<file path="src/rtl/axi_rd_responder.sv">
// axi_rd_responder: AXI read-channel slave serving bursts from a 1-cycle-latency synchronous SRAM.
// Ports: clk_i/srst_i clock and sync reset; ar* request channel (arready registered, high in IDLE);
//        r* response channel fed from a 2-entry output FIFO; mem_en_o/mem_addr_o/mem_rdata_i SRAM read port.
module axi_rd_responder #(
   parameter int ID_W   = 4,
   parameter int DATA_W = 64,
   parameter int ADDR_W = 32,
   parameter int MEM_AW = 12
) (
   input  logic              clk_i,
   input  logic              srst_i,
   input  logic [ID_W-1:0]   arid,
   input  logic [ADDR_W-1:0] araddr,
   input  logic [7:0]        arlen,
   input  logic [1:0]        arburst,
   input  logic              arvalid,
   output logic              arready,
   output logic [ID_W-1:0]   rid,
   output logic [DATA_W-1:0] rdata,
   output logic [1:0]        rresp,
   output logic              rlast,
   output logic              rvalid,
   input  logic              rready,
   output logic              mem_en_o,
   output logic [MEM_AW-1:0] mem_addr_o,
   input  logic [DATA_W-1:0] mem_rdata_i
);
   typedef enum logic {IDLE, BURST} state_t;
   localparam int WA_W = ADDR_W - 3;
   state_t st;
   logic [ID_W-1:0] id, t_id;
   logic [WA_W-1:0] waddr, inc, nxt;
   logic [7:0] cnt;
   logic [3:0] wmask;
   logic fixed, inflight, t_resp, t_last, oor, issue, pop, push, wp, rp;
   logic [1:0] fcnt;
   logic [ID_W-1:0] f_id [2];
   logic [DATA_W-1:0] f_data [2];
   logic f_resp [2];
   logic f_last [2];
   logic unused_lsb;
   assign unused_lsb = ^araddr[2:0];
   // the full word address is kept so beats running past the SRAM are flagged, not aliased
   assign oor = |waddr[WA_W-1:MEM_AW];
   assign pop = rvalid & rready;
   assign push = inflight;
   // a read issued last cycle still needs a FIFO slot, so it counts against the two entries
   assign issue = ~srst_i & (st == BURST) & ((3'(fcnt) + 3'(inflight) - 3'(pop)) < 3'd2);
   assign inc = waddr + WA_W'(1);
   assign nxt = fixed ? waddr : (|wmask ? ((waddr & ~WA_W'(wmask)) | (inc & WA_W'(wmask))) : inc);
   assign mem_en_o = issue & ~oor;
   assign mem_addr_o = mem_en_o ? waddr[MEM_AW-1:0] : '0;
   assign rvalid = fcnt != 2'd0;
   assign rid = rvalid ? f_id[rp] : '0;
   assign rdata = rvalid ? f_data[rp] : '0;
   assign rresp = rvalid ? {f_resp[rp], 1'b0} : 2'b00;
   assign rlast = rvalid & f_last[rp];
   always_ff @(posedge clk_i) begin
      if (srst_i) begin
         st <= IDLE;
         arready <= 1'b0;
         inflight <= 1'b0;
         fcnt <= 2'd0;
         wp <= 1'b0;
         rp <= 1'b0;
      end else begin
         inflight <= issue;
         if (issue) begin
            t_id <= id;
            t_resp <= oor;
            t_last <= cnt == 8'd0;
         end
         if (st == IDLE) begin
            arready <= ~(arvalid & arready);
            if (arvalid & arready) begin
               st <= BURST;
               id <= arid;
               waddr <= araddr[ADDR_W-1:3];
               cnt <= arlen;
               fixed <= arburst == 2'b00;
               // only power-of-two WRAP lengths get a window; anything else runs as INCR
               wmask <= (arburst == 2'b10 && arlen inside {8'd1, 8'd3, 8'd7, 8'd15}) ? arlen[3:0] : 4'd0;
            end
         end else if (issue) begin
            waddr <= nxt;
            cnt <= cnt - 8'd1;
            if (cnt == 8'd0) begin
               st <= IDLE;
               arready <= 1'b1;
            end
         end
         if (push) begin
            f_id[wp] <= t_id;
            f_data[wp] <= t_resp ? '0 : mem_rdata_i;
            f_resp[wp] <= t_resp;
            f_last[wp] <= t_last;
            wp <= ~wp;
         end
         if (pop) rp <= ~rp;
         fcnt <= fcnt + 2'(push) - 2'(pop);
      end
   end
endmodule

</file>
<file path="config.mk">
export PLATFORM = sky130hd
export DESIGN_NAME = axi_rd_responder
export DESIGN_NICKNAME = d
export VERILOG_FILES = /design/src/rtl/axi_rd_responder.sv
export SDC_FILE = /design/constraint.sdc
export NUM_CORES = 1
export LEC_CHECK = 0
export ABC_AREA = 1
export CAP_MARGIN = 30
export CORE_MARGIN = 2
export CORE_UTILIZATION = 40
export CTS_BUF_LIST = sky130_fd_sc_hd__clkbuf_4
export CTS_CLUSTER_DIAMETER = 50
export DETAILED_ROUTE_END_ITERATION = 6
export PLACE_DENSITY = 0.65
export SLEW_MARGIN = 10
export SYNTH_ARGS = -nofsm -noshare
export SYNTH_HDL_FRONTEND = slang
export SYNTH_SLANG_ARGS = --single-unit
</file>
<file path="constraint.sdc">
create_clock -name clk_i -period 7.6 [get_ports clk_i]
set_clock_uncertainty 0.05 [all_clocks]
set_input_delay 1.52 -clock clk_i [delete_from_list [all_inputs] [get_ports clk_i]]
set_output_delay 1.52 -clock clk_i [all_outputs]
set_load 0.03 [all_outputs]
</file>
# Word level (Yosys, flattened, before mapping)
# Memory sizes are Yosys's and may differ from the RTL's. A register that Yosys moved wholly into a read port is not among the register bits.
# Cells that the tools add are included.
# word_totals
regBits	59
mem_bits_rw	140
input_bits	114
output_inout_bits	86
word_cells	93
memories	4
# memory_table
memory	words	width	rd	rd_ports_with_merged_regs	wr	line_no	rtl
f_data	2	64	1	1	1	38	logic [DATA_W-1:0] f_data [2];
f_id	2	4	1	1	1	37	logic [ID_W-1:0] f_id [2];
f_last	2	1	1	1	1	40	logic f_last [2];
f_resp	2	1	1	1	1	39	logic f_resp [2];
# classes
n_addsub	6
order_cmp	1
eq_ne	8
mux	31
bitwise	16
reduce_logical	13
# ops
operator	n
29-bit 2-to-1 mux	5
64-bit 2-to-1 mux	2
29-bit by 1-bit adder with 29-bit output, second input constant	1
29-bit bitwise AND	1
29-bit by 4-bit bitwise AND with 29-bit output	1
4-bit NOT with 29-bit output	1
29-bit OR	1
8-bit 2-to-1 mux	3
1-bit 2-to-1 mux	18
17-bit OR reduction	1
12-bit 2-to-1 mux	1
8-bit by 1-bit equality test with 1-bit output, second input constant	1
8-bit by 2-bit equality test with 1-bit output, second input constant	1
8-bit by 3-bit equality test with 1-bit output, second input constant	1
8-bit by 4-bit equality test with 1-bit output, second input constant	1
8-bit zero test	1
8-bit by 1-bit subtractor with 8-bit output, second input constant	1
1-bit bitwise AND	6
1-bit NOT	6
3-bit AND reduction	2
4-bit 2-to-1 mux	1
2-bit by 1-bit != test with 1-bit output, second input constant	2
2-bit AND reduction	2
4-bit AND reduction	1
13 further kinds	14

# Longest topological paths before layout
# logic_depth
ltp_word	7
ltp_mapped	17
mapped_depth_nobuf	17

# Worst setup path after synthesis
# No wires, ideal clock.
# synth_timing
kind	input -> register
from	input port srst_i
to	memory f_data[1][0] (enable)
setup_time_ns	0.584
arrival_ns	6.474
required_ns	6.966
slack_ns	0.492
path_stages	2
path_buffers	1
path_cell_list	buf_2 nor3_1
# synth_via
elab_chain_len	2
# synth_lines
element	line_no	rtl
start: declaration	11	input logic srst_i,
1-bit 2-to-1 mux	59	if (srst_i) begin
1-bit 2-to-1 mux	94	f_data[wp] <= t_resp ? '0 : mem_rdata_i;
end: declaration	38	
# Every way passes these cells.

# Worst setup path in the final report
# layout_timing
from	input port rready
to	output port mem_addr_o[4]
# layout_via
elab_chain_len	6
# layout_lines
element	line_no	rtl
start: declaration	23	input logic rready,
1-bit bitwise AND	45	assign pop = rvalid & rready;
named net pop	35	logic fixed, inflight, t_resp, t_last, oor, issue, pop, push, wp, rp;
3-bit by 1-bit subtractor with 3-bit output	48	assign issue = ~srst_i & (st == BURST) & ((3'(fcnt) + 3'(inflight) - 3'(pop)) < 3'd2);
3-bit by 2-bit < comparator with 1-bit output	48	
1-bit bitwise AND	48	
1-bit bitwise AND	51	assign mem_en_o = issue & ~oor;
12-bit 2-to-1 mux	52	assign mem_addr_o = mem_en_o ? waddr[MEM_AW-1:0] : '0;
end: declaration	25	output logic [MEM_AW-1:0] mem_addr_o,
# The timed path passes the listed nets, and every way through them passes these cells.

==> impl_metrics.env <==
export IMPL_chipWidth_um=156
export IMPL_cp_arrival_ns=4.58
export IMPL_die_area_mm2=0.0245
export IMPL_portBuffers=195
export IMPL_synthDistinctLibCells=32
export IMPL_r2r_slack_ns=4.28
export IMPL_synth_top_area_frac=0.621
export IMPL_final_cell_mix="nand2_1, clkdlybuf4s50_1, edfxtp_1"
export IMPL_synth_area_leaders="edfxtp_1, nand2_1, nor2_1"
export IMPL_worst_ir_drop_vdd_mv=0.215
export IMPL_worstSetupPathType="input pin to output port"
export IMPL_drt_iter0_markers=512
export IMPL_hold_buffers=0
export IMPL_p_leak_nw=4.70
export IMPL_synth_edf_count=192
export IMPL_numCtsBuffers=17
export IMPL_outcome="complete, no violations"
export IMPL_timing_fmax_mhz=163
export IMPL_synth_largest_area_cell="edfxtp_1"
export IMPL_hold_path_class="register to register"
export IMPL_endpoint_kind="output port"
export IMPL_slew_headroom=0.428
export IMPL_drt_total_wl_um=21600
export IMPL_synthesis_area_mm2=0.00929
export IMPL_drc=0
export IMPL_final_max_slew_violation_count=0
export IMPL_viasPerCell=4.83
export IMPL_fill_cells=2107
export IMPL_hold_viol=0
export IMPL_rsz0062_at_grt="no"
export IMPL_initial_utilization=0.409
export IMPL_post_route_period_util=0.809
export IMPL_ys_seq_area_frac=0.638
export IMPL_cts_setup_buffers=0
export IMPL_yosys_register_bits=200
export IMPL_antenna_found_initial=0
export IMPL_grt_max_degree=72
export IMPL_start_kind="input pin"
export IMPL_fin_setup_tns_ns=0
export IMPL_ys_async_sr_fraction=0
export IMPL_setup_violations=0
export IMPL_power_w=0.00322
export IMPL_wl_per_cell_um=14.6
export IMPL_cap_violations=0
export IMPL_chipHeight_um=156
export IMPL_gp_congestion=0.875
export IMPL_ys_flop_type="edfxtp_1"
export IMPL_ctsResizeCount=0
export IMPL_clk_pin_slew_ns=0.16
export IMPL_ant_nets=0
export IMPL_regArea_mm2=0.00593
export IMPL_dpl_cell_count=1447
export IMPL_ios=200
export IMPL_layout_drive_gt1_share=0.0494
export IMPL_place_hpwl_um=14000
export IMPL_avgSynthCellArea_um2=9.32
export IMPL_cts_tree="yes"
export IMPL_multi_input_area_mm2=0.00270
export IMPL_first_global_vias=6848
export IMPL_layout_commonest_cell="nand2_1"
export IMPL_insertion_delay_ns=0.57
export IMPL_fin_crit_ns=6.15
export IMPL_syn_num_nets=1116
export IMPL_required_ns=6.03
export IMPL_core_mm2=0.0227
export IMPL_syn_instance_count=996
export IMPL_clock_path_buffers=2
export IMPL_powerDensity_mw_per_mm2=271
export IMPL_grt_ovfl_total=0
export IMPL_cts_sinks=200
export IMPL_antennaDiodeCount=0
export IMPL_instances_no_fill=1479
export IMPL_grt_pass1_wl_um=33900
export IMPL_htree_num_levels=4
export IMPL_layout_nets=1301
export IMPL_drtPass1Iterations=5
export IMPL_rows=55
export IMPL_vias=7145
export IMPL_syn2layout_area_growth_pct=27.8
export IMPL_synth_warnings=0
export IMPL_ctsRootBufferMaster="clkbuf_4"
export IMPL_grt_total_usage=0.177
export IMPL_worst_pin_slew_ns=0.858
export IMPL_critPathMaxFanout=13
layout make-up:
cell class | instances | area share
Inverter | 139 | 0.0440
Multi-Input combinational cell | 618 | 0.227
Clock buffer | 18 | 0.0114
Clock inverter | 14 | 0.0133
Sequential cell | 200 | 0.499
Tap cell | 285 | 0.0300
Timing Repair Buffer | 205 | 0.174
critical path: stages:
cell,delay [ns]
clkdlybuf4s50_1,0.47
nand2_1,0.05
inv_1,0.09
ha_1,0.23
inv_1,0.06
ha_1,0.15
fa_1,0.40
inv_1,0.09
nand2_1,0.10
nor2_4,0.23
nand3_2,0.29
nor2_1,0.20
clkdlybuf4s50_1,0.69
sequential cells by signal, summed over array words and instances (netlist names), named ones only:
register / flops
t_last: 1
cnt: 8
rp: 1
id: 4
f_data: 128
st: 1
t_resp: 1
wmask: 4
waddr: 26
wp: 1
t_id: 4
inflight: 1
f_last: 2
arready: 1
fixed: 1
f_id: 8
f_resp: 2
fcnt: 2
per-stage QoR:
stage	instance area, µm²	hold slack (ns)	setup WS, ns	util
after floorplan	9290	0.350	0.492	-
after global placement	11500	0.351	1.49	0.507
after detailed placement	11600	0.355	1.45	0.510
after CTS	11900	0.412	1.42	0.523
after global routing	11900	0.425	1.22	0.523
final	11900	0.405	1.45	0.523
logic make-up after synthesis:
kind of cell | synth area share
fa+ha+maj | 0.00889
other cells | 0.000404
simple gates | 0.212
buf+inv | 0.0737
flops | 0.638
compound gates | 0.0610
mux | 0.00108
xor+xnor | 0.00472
synth_stat cells (2+ instances only):
cell type,n
nor2_4,3
inv_2,2
clkbuf_1,33
inv_1,137
nor2_1,140
edfxtp_1,192
o21ai_0,27
a31oi_1,3
nand2_1,295
nand3_1,44
nor3_1,3
nand4_1,3
dfxtp_1,8
ha_1,5
a21oi_1,76
xor2_1,4
nand2_2,2
nor2_2,2
buf_2,4
path summary, 6_finish.rpt:
path / start / end / cells past startpoint
setup / recovery: rready / mem_addr_o[4] / 13
hold / removal: t_id[1] / f_id[1][1] / 0
setup reg to reg: fcnt[1] / waddr[19] / 16
hold reg to reg: t_id[1] / f_id[1][1] / 0
power by group:
| part | switching (W) | internal (W) | total, W |
|---|---|---|---|
| Combinational | 0.000876 | 0.000472 | 0.00135 |
| Clock | 0.000388 | 0.000182 | 0.000570 |
| Sequential | 0.0000350 | 0.00127 | 0.00130 |
| Total | 0.00130 | 0.00192 | 0.00322 |
routing by layer:
metal	GRT usage	up-vias	wire, µm
met4	0.0498	0	323
met2	0.301	224	10300
met1	0.229	3312	9610
met5	0	-	0
li1	-	3585	-
met3	0.0390	24	1350
Note: power is estimated with default switching activity, not from simulation.
